===== src/rtl/pl_id_ex_if.sv =====
// rtl/pl_id_ex_if.sv - ID/EX stage bus: decoded ID fields in, registered EX fields and stall/perf out
interface pl_id_ex_if #(
  parameter int WIDTH     = 32,
  parameter int REG_ADDR  = 5,
  parameter int CNT_WIDTH = 16
);
  // ID-side inputs to the stage
  logic                flush_e;
  logic                valid_d;
  logic                reg_wr_d;
  logic                ALU_source_d;
  logic                mem_wr_d;
  logic                pc_source2_d;
  logic [1:0]          reg_source_d;
  logic [2:0]          ALU_control_d;
  logic                branch_d;
  logic                jump_d;
  logic [2:0]          f3_d;
  logic [REG_ADDR-1:0] rs1_d;
  logic [REG_ADDR-1:0] rs2_d;
  logic [REG_ADDR-1:0] rd_d;
  logic [WIDTH-1:0]    rd1_d;
  logic [WIDTH-1:0]    rd2_d;
  logic [WIDTH-1:0]    imm_ext_d;
  logic [WIDTH-1:0]    pc_d;
  logic [WIDTH-1:0]    pc_plus4_d;

  // EX-side registered outputs
  logic                valid_e;
  logic                reg_wr_e;
  logic                ALU_source_e;
  logic                mem_wr_e;
  logic                pc_source2_e;
  logic [1:0]          reg_source_e;
  logic [2:0]          ALU_control_e;
  logic                branch_e;
  logic                jump_e;
  logic [2:0]          f3_e;
  logic [REG_ADDR-1:0] rs1_e;
  logic [REG_ADDR-1:0] rs2_e;
  logic [REG_ADDR-1:0] rd_e;
  logic [WIDTH-1:0]    rd1_e;
  logic [WIDTH-1:0]    rd2_e;
  logic [WIDTH-1:0]    imm_ext_e;
  logic [WIDTH-1:0]    pc_e;
  logic [WIDTH-1:0]    pc_plus4_e;

  // hazard and performance outputs
  logic                stall_f;
  logic                stall_d;
  logic [CNT_WIDTH-1:0] bubble_cnt;

  modport master (
    output flush_e, valid_d, reg_wr_d, ALU_source_d, mem_wr_d, pc_source2_d,
           reg_source_d, ALU_control_d, branch_d, jump_d, f3_d,
           rs1_d, rs2_d, rd_d, rd1_d, rd2_d, imm_ext_d, pc_d, pc_plus4_d,
    input  valid_e, reg_wr_e, ALU_source_e, mem_wr_e, pc_source2_e,
           reg_source_e, ALU_control_e, branch_e, jump_e, f3_e,
           rs1_e, rs2_e, rd_e, rd1_e, rd2_e, imm_ext_e, pc_e, pc_plus4_e,
           stall_f, stall_d, bubble_cnt
  );

  modport slave (
    input  flush_e, valid_d, reg_wr_d, ALU_source_d, mem_wr_d, pc_source2_d,
           reg_source_d, ALU_control_d, branch_d, jump_d, f3_d,
           rs1_d, rs2_d, rd_d, rd1_d, rd2_d, imm_ext_d, pc_d, pc_plus4_d,
    output valid_e, reg_wr_e, ALU_source_e, mem_wr_e, pc_source2_e,
           reg_source_e, ALU_control_e, branch_e, jump_e, f3_e,
           rs1_e, rs2_e, rd_e, rd1_e, rd2_e, imm_ext_e, pc_e, pc_plus4_e,
           stall_f, stall_d, bubble_cnt
  );
endinterface


===== src/rtl/pl_id_ex_stage.sv =====
// rtl/pl_id_ex_stage.sv - ID/EX pipeline register with load-use bubble, flush squash and bubble counter
module pl_id_ex_stage #(
  parameter int WIDTH     = 32,
  parameter int REG_ADDR  = 5,
  parameter int CNT_WIDTH = 16
) (
  input  logic         clk,
  input  logic         rst,
  pl_id_ex_if.slave    bus
);

  // Everything that travels from ID into EX, kept as one word so a bubble is a single zero assignment.
  typedef struct packed {
    logic                valid;
    logic                reg_wr;
    logic                alu_source;
    logic                mem_wr;
    logic                pc_source2;
    logic [1:0]          reg_source;
    logic [2:0]          alu_control;
    logic                branch;
    logic                jump;
    logic [2:0]          f3;
    logic [REG_ADDR-1:0] rs1;
    logic [REG_ADDR-1:0] rs2;
    logic [REG_ADDR-1:0] rd;
    logic [WIDTH-1:0]    rd1;
    logic [WIDTH-1:0]    rd2;
    logic [WIDTH-1:0]    imm_ext;
    logic [WIDTH-1:0]    pc;
    logic [WIDTH-1:0]    pc_plus4;
  } ex_word_t;

  ex_word_t             ex_q, ex_d;
  logic [CNT_WIDTH-1:0] bubble_cnt_q, bubble_cnt_d;
  logic                 lw_stall;
  logic                 insert_bubble;

  // Load-use hazard: the load now in EX writes a register the ID instruction reads.
  // reg_wr_e is not checked because a load always writes its rd.
  always_comb begin
    lw_stall = ex_q.valid && (ex_q.reg_source == 2'b01) && (ex_q.rd != '0) && bus.valid_d &&
               ((ex_q.rd == bus.rs1_d) || (ex_q.rd == bus.rs2_d));
    insert_bubble = bus.flush_e || lw_stall;
  end

  // Next EX word and bubble count: a flush or load-use hazard inserts one counted bubble.
  always_comb begin
    ex_d         = '0;
    bubble_cnt_d = bubble_cnt_q;
    if (insert_bubble) begin
      if (bubble_cnt_q != {CNT_WIDTH{1'b1}}) begin
        bubble_cnt_d = bubble_cnt_q + 1'b1;
      end
    end else begin
      ex_d.valid       = bus.valid_d;
      ex_d.reg_wr      = bus.reg_wr_d;
      ex_d.alu_source  = bus.ALU_source_d;
      ex_d.mem_wr      = bus.mem_wr_d;
      ex_d.pc_source2  = bus.pc_source2_d;
      ex_d.reg_source  = bus.reg_source_d;
      ex_d.alu_control = bus.ALU_control_d;
      ex_d.branch      = bus.branch_d;
      ex_d.jump        = bus.jump_d;
      ex_d.f3          = bus.f3_d;
      ex_d.rs1         = bus.rs1_d;
      ex_d.rs2         = bus.rs2_d;
      ex_d.rd          = bus.rd_d;
      ex_d.rd1         = bus.rd1_d;
      ex_d.rd2         = bus.rd2_d;
      ex_d.imm_ext     = bus.imm_ext_d;
      ex_d.pc          = bus.pc_d;
      ex_d.pc_plus4    = bus.pc_plus4_d;
    end
  end

  // EX stage register; it always advances, reset clears it to a NOP.
  always_ff @(posedge clk) begin
    if (rst) begin
      ex_q         <= '0;
      bubble_cnt_q <= '0;
    end else begin
      ex_q         <= ex_d;
      bubble_cnt_q <= bubble_cnt_d;
    end
  end

  // Output mapping; the flush squashes the wrong-path ID instruction, so it also drops the stall.
  always_comb begin
    bus.stall_f       = lw_stall && !bus.flush_e;
    bus.stall_d       = lw_stall && !bus.flush_e;
    bus.bubble_cnt    = bubble_cnt_q;
    bus.valid_e       = ex_q.valid;
    bus.reg_wr_e      = ex_q.reg_wr;
    bus.ALU_source_e  = ex_q.alu_source;
    bus.mem_wr_e      = ex_q.mem_wr;
    bus.pc_source2_e  = ex_q.pc_source2;
    bus.reg_source_e  = ex_q.reg_source;
    bus.ALU_control_e = ex_q.alu_control;
    bus.branch_e      = ex_q.branch;
    bus.jump_e        = ex_q.jump;
    bus.f3_e          = ex_q.f3;
    bus.rs1_e         = ex_q.rs1;
    bus.rs2_e         = ex_q.rs2;
    bus.rd_e          = ex_q.rd;
    bus.rd1_e         = ex_q.rd1;
    bus.rd2_e         = ex_q.rd2;
    bus.imm_ext_e     = ex_q.imm_ext;
    bus.pc_e          = ex_q.pc;
    bus.pc_plus4_e    = ex_q.pc_plus4;
  end

endmodule


===== src/flat_wrapper.sv =====
// flat-port wrapper written by rule: the top's interface ports become plain ports
module pl_id_ex_stage_flat 
#(
  parameter int WIDTH     = 32,
  parameter int REG_ADDR  = 5,
  parameter int CNT_WIDTH = 16
)
  (clk, rst, bus_flush_e, bus_valid_d, bus_reg_wr_d, bus_ALU_source_d, bus_mem_wr_d, bus_pc_source2_d, bus_reg_source_d, bus_ALU_control_d, bus_branch_d, bus_jump_d, bus_f3_d, bus_rs1_d, bus_rs2_d, bus_rd_d, bus_rd1_d, bus_rd2_d, bus_imm_ext_d, bus_pc_d, bus_pc_plus4_d, bus_valid_e, bus_reg_wr_e, bus_ALU_source_e, bus_mem_wr_e, bus_pc_source2_e, bus_reg_source_e, bus_ALU_control_e, bus_branch_e, bus_jump_e, bus_f3_e, bus_rs1_e, bus_rs2_e, bus_rd_e, bus_rd1_e, bus_rd2_e, bus_imm_ext_e, bus_pc_e, bus_pc_plus4_e, bus_stall_f, bus_stall_d, bus_bubble_cnt);
  pl_id_ex_if #(.WIDTH(WIDTH), .REG_ADDR(REG_ADDR), .CNT_WIDTH(CNT_WIDTH)) bus_i ();
  input  logic clk;
  input  logic rst;
  input wire logic [$bits(bus_i.flush_e)-1:0] bus_flush_e;
  input wire logic [$bits(bus_i.valid_d)-1:0] bus_valid_d;
  input wire logic [$bits(bus_i.reg_wr_d)-1:0] bus_reg_wr_d;
  input wire logic [$bits(bus_i.ALU_source_d)-1:0] bus_ALU_source_d;
  input wire logic [$bits(bus_i.mem_wr_d)-1:0] bus_mem_wr_d;
  input wire logic [$bits(bus_i.pc_source2_d)-1:0] bus_pc_source2_d;
  input wire logic [$bits(bus_i.reg_source_d)-1:0] bus_reg_source_d;
  input wire logic [$bits(bus_i.ALU_control_d)-1:0] bus_ALU_control_d;
  input wire logic [$bits(bus_i.branch_d)-1:0] bus_branch_d;
  input wire logic [$bits(bus_i.jump_d)-1:0] bus_jump_d;
  input wire logic [$bits(bus_i.f3_d)-1:0] bus_f3_d;
  input wire logic [$bits(bus_i.rs1_d)-1:0] bus_rs1_d;
  input wire logic [$bits(bus_i.rs2_d)-1:0] bus_rs2_d;
  input wire logic [$bits(bus_i.rd_d)-1:0] bus_rd_d;
  input wire logic [$bits(bus_i.rd1_d)-1:0] bus_rd1_d;
  input wire logic [$bits(bus_i.rd2_d)-1:0] bus_rd2_d;
  input wire logic [$bits(bus_i.imm_ext_d)-1:0] bus_imm_ext_d;
  input wire logic [$bits(bus_i.pc_d)-1:0] bus_pc_d;
  input wire logic [$bits(bus_i.pc_plus4_d)-1:0] bus_pc_plus4_d;
  output wire logic [$bits(bus_i.valid_e)-1:0] bus_valid_e;
  output wire logic [$bits(bus_i.reg_wr_e)-1:0] bus_reg_wr_e;
  output wire logic [$bits(bus_i.ALU_source_e)-1:0] bus_ALU_source_e;
  output wire logic [$bits(bus_i.mem_wr_e)-1:0] bus_mem_wr_e;
  output wire logic [$bits(bus_i.pc_source2_e)-1:0] bus_pc_source2_e;
  output wire logic [$bits(bus_i.reg_source_e)-1:0] bus_reg_source_e;
  output wire logic [$bits(bus_i.ALU_control_e)-1:0] bus_ALU_control_e;
  output wire logic [$bits(bus_i.branch_e)-1:0] bus_branch_e;
  output wire logic [$bits(bus_i.jump_e)-1:0] bus_jump_e;
  output wire logic [$bits(bus_i.f3_e)-1:0] bus_f3_e;
  output wire logic [$bits(bus_i.rs1_e)-1:0] bus_rs1_e;
  output wire logic [$bits(bus_i.rs2_e)-1:0] bus_rs2_e;
  output wire logic [$bits(bus_i.rd_e)-1:0] bus_rd_e;
  output wire logic [$bits(bus_i.rd1_e)-1:0] bus_rd1_e;
  output wire logic [$bits(bus_i.rd2_e)-1:0] bus_rd2_e;
  output wire logic [$bits(bus_i.imm_ext_e)-1:0] bus_imm_ext_e;
  output wire logic [$bits(bus_i.pc_e)-1:0] bus_pc_e;
  output wire logic [$bits(bus_i.pc_plus4_e)-1:0] bus_pc_plus4_e;
  output wire logic [$bits(bus_i.stall_f)-1:0] bus_stall_f;
  output wire logic [$bits(bus_i.stall_d)-1:0] bus_stall_d;
  output wire logic [$bits(bus_i.bubble_cnt)-1:0] bus_bubble_cnt;
  assign bus_i.flush_e = bus_flush_e;
  assign bus_i.valid_d = bus_valid_d;
  assign bus_i.reg_wr_d = bus_reg_wr_d;
  assign bus_i.ALU_source_d = bus_ALU_source_d;
  assign bus_i.mem_wr_d = bus_mem_wr_d;
  assign bus_i.pc_source2_d = bus_pc_source2_d;
  assign bus_i.reg_source_d = bus_reg_source_d;
  assign bus_i.ALU_control_d = bus_ALU_control_d;
  assign bus_i.branch_d = bus_branch_d;
  assign bus_i.jump_d = bus_jump_d;
  assign bus_i.f3_d = bus_f3_d;
  assign bus_i.rs1_d = bus_rs1_d;
  assign bus_i.rs2_d = bus_rs2_d;
  assign bus_i.rd_d = bus_rd_d;
  assign bus_i.rd1_d = bus_rd1_d;
  assign bus_i.rd2_d = bus_rd2_d;
  assign bus_i.imm_ext_d = bus_imm_ext_d;
  assign bus_i.pc_d = bus_pc_d;
  assign bus_i.pc_plus4_d = bus_pc_plus4_d;
  assign bus_valid_e = bus_i.valid_e;
  assign bus_reg_wr_e = bus_i.reg_wr_e;
  assign bus_ALU_source_e = bus_i.ALU_source_e;
  assign bus_mem_wr_e = bus_i.mem_wr_e;
  assign bus_pc_source2_e = bus_i.pc_source2_e;
  assign bus_reg_source_e = bus_i.reg_source_e;
  assign bus_ALU_control_e = bus_i.ALU_control_e;
  assign bus_branch_e = bus_i.branch_e;
  assign bus_jump_e = bus_i.jump_e;
  assign bus_f3_e = bus_i.f3_e;
  assign bus_rs1_e = bus_i.rs1_e;
  assign bus_rs2_e = bus_i.rs2_e;
  assign bus_rd_e = bus_i.rd_e;
  assign bus_rd1_e = bus_i.rd1_e;
  assign bus_rd2_e = bus_i.rd2_e;
  assign bus_imm_ext_e = bus_i.imm_ext_e;
  assign bus_pc_e = bus_i.pc_e;
  assign bus_pc_plus4_e = bus_i.pc_plus4_e;
  assign bus_stall_f = bus_i.stall_f;
  assign bus_stall_d = bus_i.stall_d;
  assign bus_bubble_cnt = bus_i.bubble_cnt;
  pl_id_ex_stage #(.WIDTH(WIDTH), .REG_ADDR(REG_ADDR), .CNT_WIDTH(CNT_WIDTH)) u_core (.clk(clk), .rst(rst), .bus(bus_i));
endmodule

===== config.mk =====
export PLATFORM = sky130hd
export DESIGN_NAME = pl_id_ex_stage_flat
export DESIGN_NICKNAME = d
export VERILOG_FILES = /design/src/rtl/pl_id_ex_if.sv /design/src/rtl/pl_id_ex_stage.sv /design/src/flat_wrapper.sv
export SDC_FILE = /design/constraint.sdc
export NUM_CORES = 1
export LEC_CHECK = 0
export CAP_MARGIN = 20
export CORE_AREA = 3 3 156 158
export DETAILED_ROUTE_END_ITERATION = 16
export DIE_AREA = 0 0 159 161
export GPL_ROUTABILITY_DRIVEN = 0
export HOLD_SLACK_MARGIN = 0.1
export PLACE_DENSITY_LB_ADDON = 0.3
export SETUP_SLACK_MARGIN = 0.05
export SKIP_CTS_REPAIR_TIMING = 1
export SYNTH_ARGS = -nofsm -noshare
export SYNTH_HDL_FRONTEND = slang
export SYNTH_SLANG_ARGS = --single-unit

===== constraint.sdc =====
create_clock -name clk -period 1.9 [get_ports clk]
set_input_delay 0.19 -clock clk [delete_from_list [all_inputs] [get_ports clk]]
set_output_delay 0.19 -clock clk [all_outputs]
set_load 0.03 [all_outputs]

Word-level counts from Yosys, hierarchy flattened
Index checks and enable logic that the tools add are counted.
{"block": "classes", "n_reduce_logical": 11, "addsub": 1, "eq_ne": 4}
{"op": "adder 16 x 1 -> 16 bit (second input constant)", "n": 1}
{"op": "inequality test 16 bit (second input constant)", "n": 1}
{"op": "== test 5 bit", "n": 2}
{"op": "logical AND 1 bit", "n": 5}
{"op": "nonzero test 5 bit", "n": 1}
{"op": "== test 2 x 1 -> 1 bit (second input constant)", "n": 1}
{"op": "logical OR 1 bit", "n": 2}
{"op": "AND reduction 2 bit", "n": 1}
{"op": "OR reduction 2 bit", "n": 1}
{"op": "zero test 1 bit", "n": 1}
{"block": "totals", "input_bits": 193, "output_inout_bits": 208, "word_cells": 35, "regBits": 206}

Depth between registers and ports, before layout
{"block": "depth", "word_depth": 7, "ltp_mapped": 8, "ltp_nobuf": 7}

Worst setup path after synthesis
No wires, ideal clock.
{"block": "synth_timing", "path_type": "reg-to-output", "from": "register u_core.ex_q (netlist bit u_core.bus.rd_e[2])", "to": "output port bus_stall_f", "arrival_ps": 2046, "stages_incl_launch_ff": 6, "t_required_ps": 1710, "n_path_buf": 1, "slack_ps": -336, "path_cell_list": "dfxtp_1 -> xor2_1 -> nor3_2 -> a22oi_2 -> nor3_1 -> buf_4"}
{"block": "synth_via", "elab_chain_cells": 5, "word_cells_on_any_way": 8, "cone_classes": "eq/ne (2); reduce/logical (6)"}
{"item": "start, declared", "line": "pl_id_ex_stage.sv:34", "source": "ex_word_t ex_q, ex_d;"}
{"item": "start signal, assigned", "line": "pl_id_ex_stage.sv:80", "source": "ex_q <= '0;"}
{"item": "start signal, assigned", "line": "pl_id_ex_stage.sv:83", "source": "ex_q <= ex_d;"}
{"item": "nonzero test 5 bit", "line": "pl_id_ex_stage.sv:42", "source": "lw_stall = ex_q.valid && (ex_q.reg_source == 2'b01) && (ex_q.rd != '0) && bus.valid_d &&"}
{"item": "logical AND 1 bit (2 in a row)", "line": "pl_id_ex_stage.sv:42"}
{"item": "logical AND 1 bit *", "line": "pl_id_ex_stage.sv:42"}
{"item": "logical AND 1 bit *"}
{"item": "end, declared", "line": "flat_wrapper.sv:49", "source": "output wire logic [$bits(bus_i.stall_f)-1:0] bus_stall_f;"}
Mark *: on every way between the ends. The rest lies on a longest branch, timed or not.

Final worst setup path
{"block": "layout_timing", "from": "register u_core.ex_q (netlist bit u_core.bus.rd_e[1])", "to": "output port bus_stall_d"}
{"block": "layout_via", "elab_chain_cells": 5, "word_cells_on_any_way": 8, "cone_classes": "eq/ne (2); reduce/logical (6)"}
{"item": "nonzero test 5 bit", "line": "pl_id_ex_stage.sv:42"}
{"item": "logical AND 1 bit (2 in a row)", "line": "pl_id_ex_stage.sv:42"}
{"item": "logical AND 1 bit *", "line": "pl_id_ex_stage.sv:42"}
{"item": "logical AND 1 bit *", "line": "pl_id_ex_stage.sv:91", "source": "bus.stall_d = lw_stall && !bus.flush_e;"}
{"item": "end, declared", "line": "flat_wrapper.sv:50", "source": "output wire logic [$bits(bus_i.stall_d)-1:0] bus_stall_d;"}
Marks and branches as above.

==> metrics <==
leakage=0.00547 µW; Synthesized Nets=719; CP endpoint kind=output port; htree depth=1; critical path type=flip-flop to output port; part of the cycle the worst path needs=107%; DR vias/cell=4.04; r2r setup slk=-100 ps; Max-Cap Viols=0; Yosys cell types=39; area share of the leading cell type in the synthesized netlist=67.7%; Final nets=1204; Skew-Pair Late Insertion Delay=510 ps; Area Growth Syn to Fin=112%; Slew Viols, Final=0; first-pass GRT wire length=31300 µm; full die area=25600 µm²; largest net degree at the start of global routing=85; initial core utilization=26.2%; antenna violations before repair=4; EDFF count, synth=0; total track usage=15.7%; most area-hungry cell type in the Yosys netlist=dfxtp_1; total grt overflow=0; Max Fclk=0.493 GHz; aggregate negative setup slack=-3220 ps; worst-path fanout max=4; final setup fails=112; DRT Pass-1 Iters=4; fin worst setup slack=-130 ps; failing checks=setup timing; DP HPWL=16700 µm; final hold viol count=0; Worst-Margin Slew=442 ps; Clock Root Buffer=clkbuf_16; height of the die=161 µm; core area=23300 µm²; Num CTS Buffers=23; final antenna-violating net count=0; io pins=401; startpoint types=flip-flop; Die Width=159 µm; via count=5426; Remaining DRCs=0; Hold WC Path Type=input port to flip-flop; Iter 0 DRT Violations=127; power density cells=813 nW/µm²; post-synthesis register bit count=206; row count=56; Clock Pin Slew Worst Setup and Hold Paths=60 ps; Yosys warnings=0; Slew headroom=70.5%; I/O Buffers=400; Worst Skew=18.0 ps; Clock Tree Buf Depth=3; Async SR Flop Fraction=0%; minimum clock period=2030 ps; Critical Path AT=1840 ps; Sink Count=206; Seq/Total Area, Yosys=67.7%; vias in the first global route=5287; RSZ-0062 raised after global routing=yes; Worst IR Drop VDD=0.760 mV; top post-synthesis cells by area=dfxtp_1 (68%), and2_1 (20%), xor2_1 (1.4%); Req. time, crit path=1710 ps; Synth Instances=525; status=finished with violations; drt total wl=24300 µm; synthesized area per cell=11.6 µm²; WHS=234 ps; fill cell total of the finished layout=2054; Mapped Area=6090 µm²; Most used DFF post-synth=dfxtp_1; WL/cell=18.1 µm; layout cells sized above 1=31.6%; CTS tree=built
[cell usage in the layout, fill, tap and decap left out, types with 6 or more instances in the layout]
master / instances
and2_1: 39
and2_4: 151
dlymetal6s2s_1: 15
nor2_1: 16
xor2_1: 6
dfxtp_1: 183
nor2b_1: 6
clkdlybuf4s50_1: 383
clkbuf_16: 41
nand4_1: 6
buf_12: 9
buf_4: 35
dfxtp_4: 14
buf_6: 11
clkbuf_1: 7
dfxtp_2: 9
buf_8: 13
[state kept, by name, summed over array words and instances (netlist names), 2 cells and up]
signal	flops
u_core.bus.imm_ext_e	32
u_core.bus.pc_e	32
u_core.bus.pc_plus4_e	32
u_core.bus.rd1_e	32
u_core.bus.rd2_e	32
u_core.bus.bubble_cnt	16
u_core.bus.rd_e	5
u_core.bus.rs1_e	5
u_core.bus.rs2_e	5
u_core.bus.ALU_control_e	3
u_core.bus.f3_e	3
u_core.bus.reg_source_e	2
[power by group]
group,switching [µW],internal [µW],total (µW)
Combinational,703,998,1700
Sequential,55.3,4470,4530
Clock,1740,2530,4270
Total,2500,8000,10500
[final timing paths]
kind | start | to | cells after the start
max | u_core.bus.rd_e[1] | bus_stall_d | 6
min reg2reg | u_core.bus.bubble_cnt[2] | u_core.bus.bubble_cnt[4] | 2
min | bus_rd_d[4] | u_core.bus.rd_e[4] | 2
max reg2reg | u_core.bus.rd_e[1] | u_core.bus.bubble_cnt[14] | 7
[logic make-up after synthesis]
family	synth area share [%]
AO/OA/AOI/OAI	3.06
XOR/XNOR	1.58
adder cells (fa/ha/maj)	0.205
buffers and inverters	1.89
flip-flops	67.7
multiplexers	0.904
AND/OR/NAND/NOR	24.7
[critical path: stages, from the launching register on]
cell	delay, ps
dfxtp_4	370
xor2_1	170
nor2_1	170
a22oi_2	130
buf_4	160
nor3_4	170
buf_6	170
[synth_stat cells (all sizes together) (2+ instances only)]
master and number:
and2 190, o21ai 3, clkbuf 21, nand3 5, nand2 5, nor2 18, nor2b 6, inv 5
xor2 10, a31o 4, nor3 6, buf 3, dfxtp 206, or4 3, nand4b 2, a21oi 9
nand2b 2, mux2 4, and3 3, nand4 6
[per-stage QoR]
| stage | area [µm²] | power [µW] | instances | utilization, % | setup WS, ps |
|---|---|---|---|---|---|
| finish | 12900 | 10500 | 1344 | 55.5 | -130 |
| global route | 12900 | 10900 | 1344 | 55.5 | -232 |
| CTS | 11600 | 10300 | 1304 | 49.8 | -307 |
| detailed placement | 10900 | 5990 | 1265 | 46.7 | -447 |
| global placement | 10900 | 5980 | 1265 | 46.7 | -415 |
| floorplan | 6190 | 5150 | 525 | - | 17.9 |
[layout make-up]
class	count	area [µm²]	area share [%]
repair buffers	484	5230	40.5
flip-flops and latches	206	4190	32.4
multi-input cells	290	2350	18.2
clock buffers	34	657	5.08
well taps	319	399	3.09
clock inverters	5	65.1	0.504
inverters	5	18.8	0.145
diodes	1	2.50	0.0194
[per-layer routing]
layer	routed length [µm]	global-route usage (%)
met1	8820	16.5
met2	12600	27.9
met3	2250	7.10
met4	614	5.33
met5	26	0
Note: power is estimated with default switching activity, not from simulation.
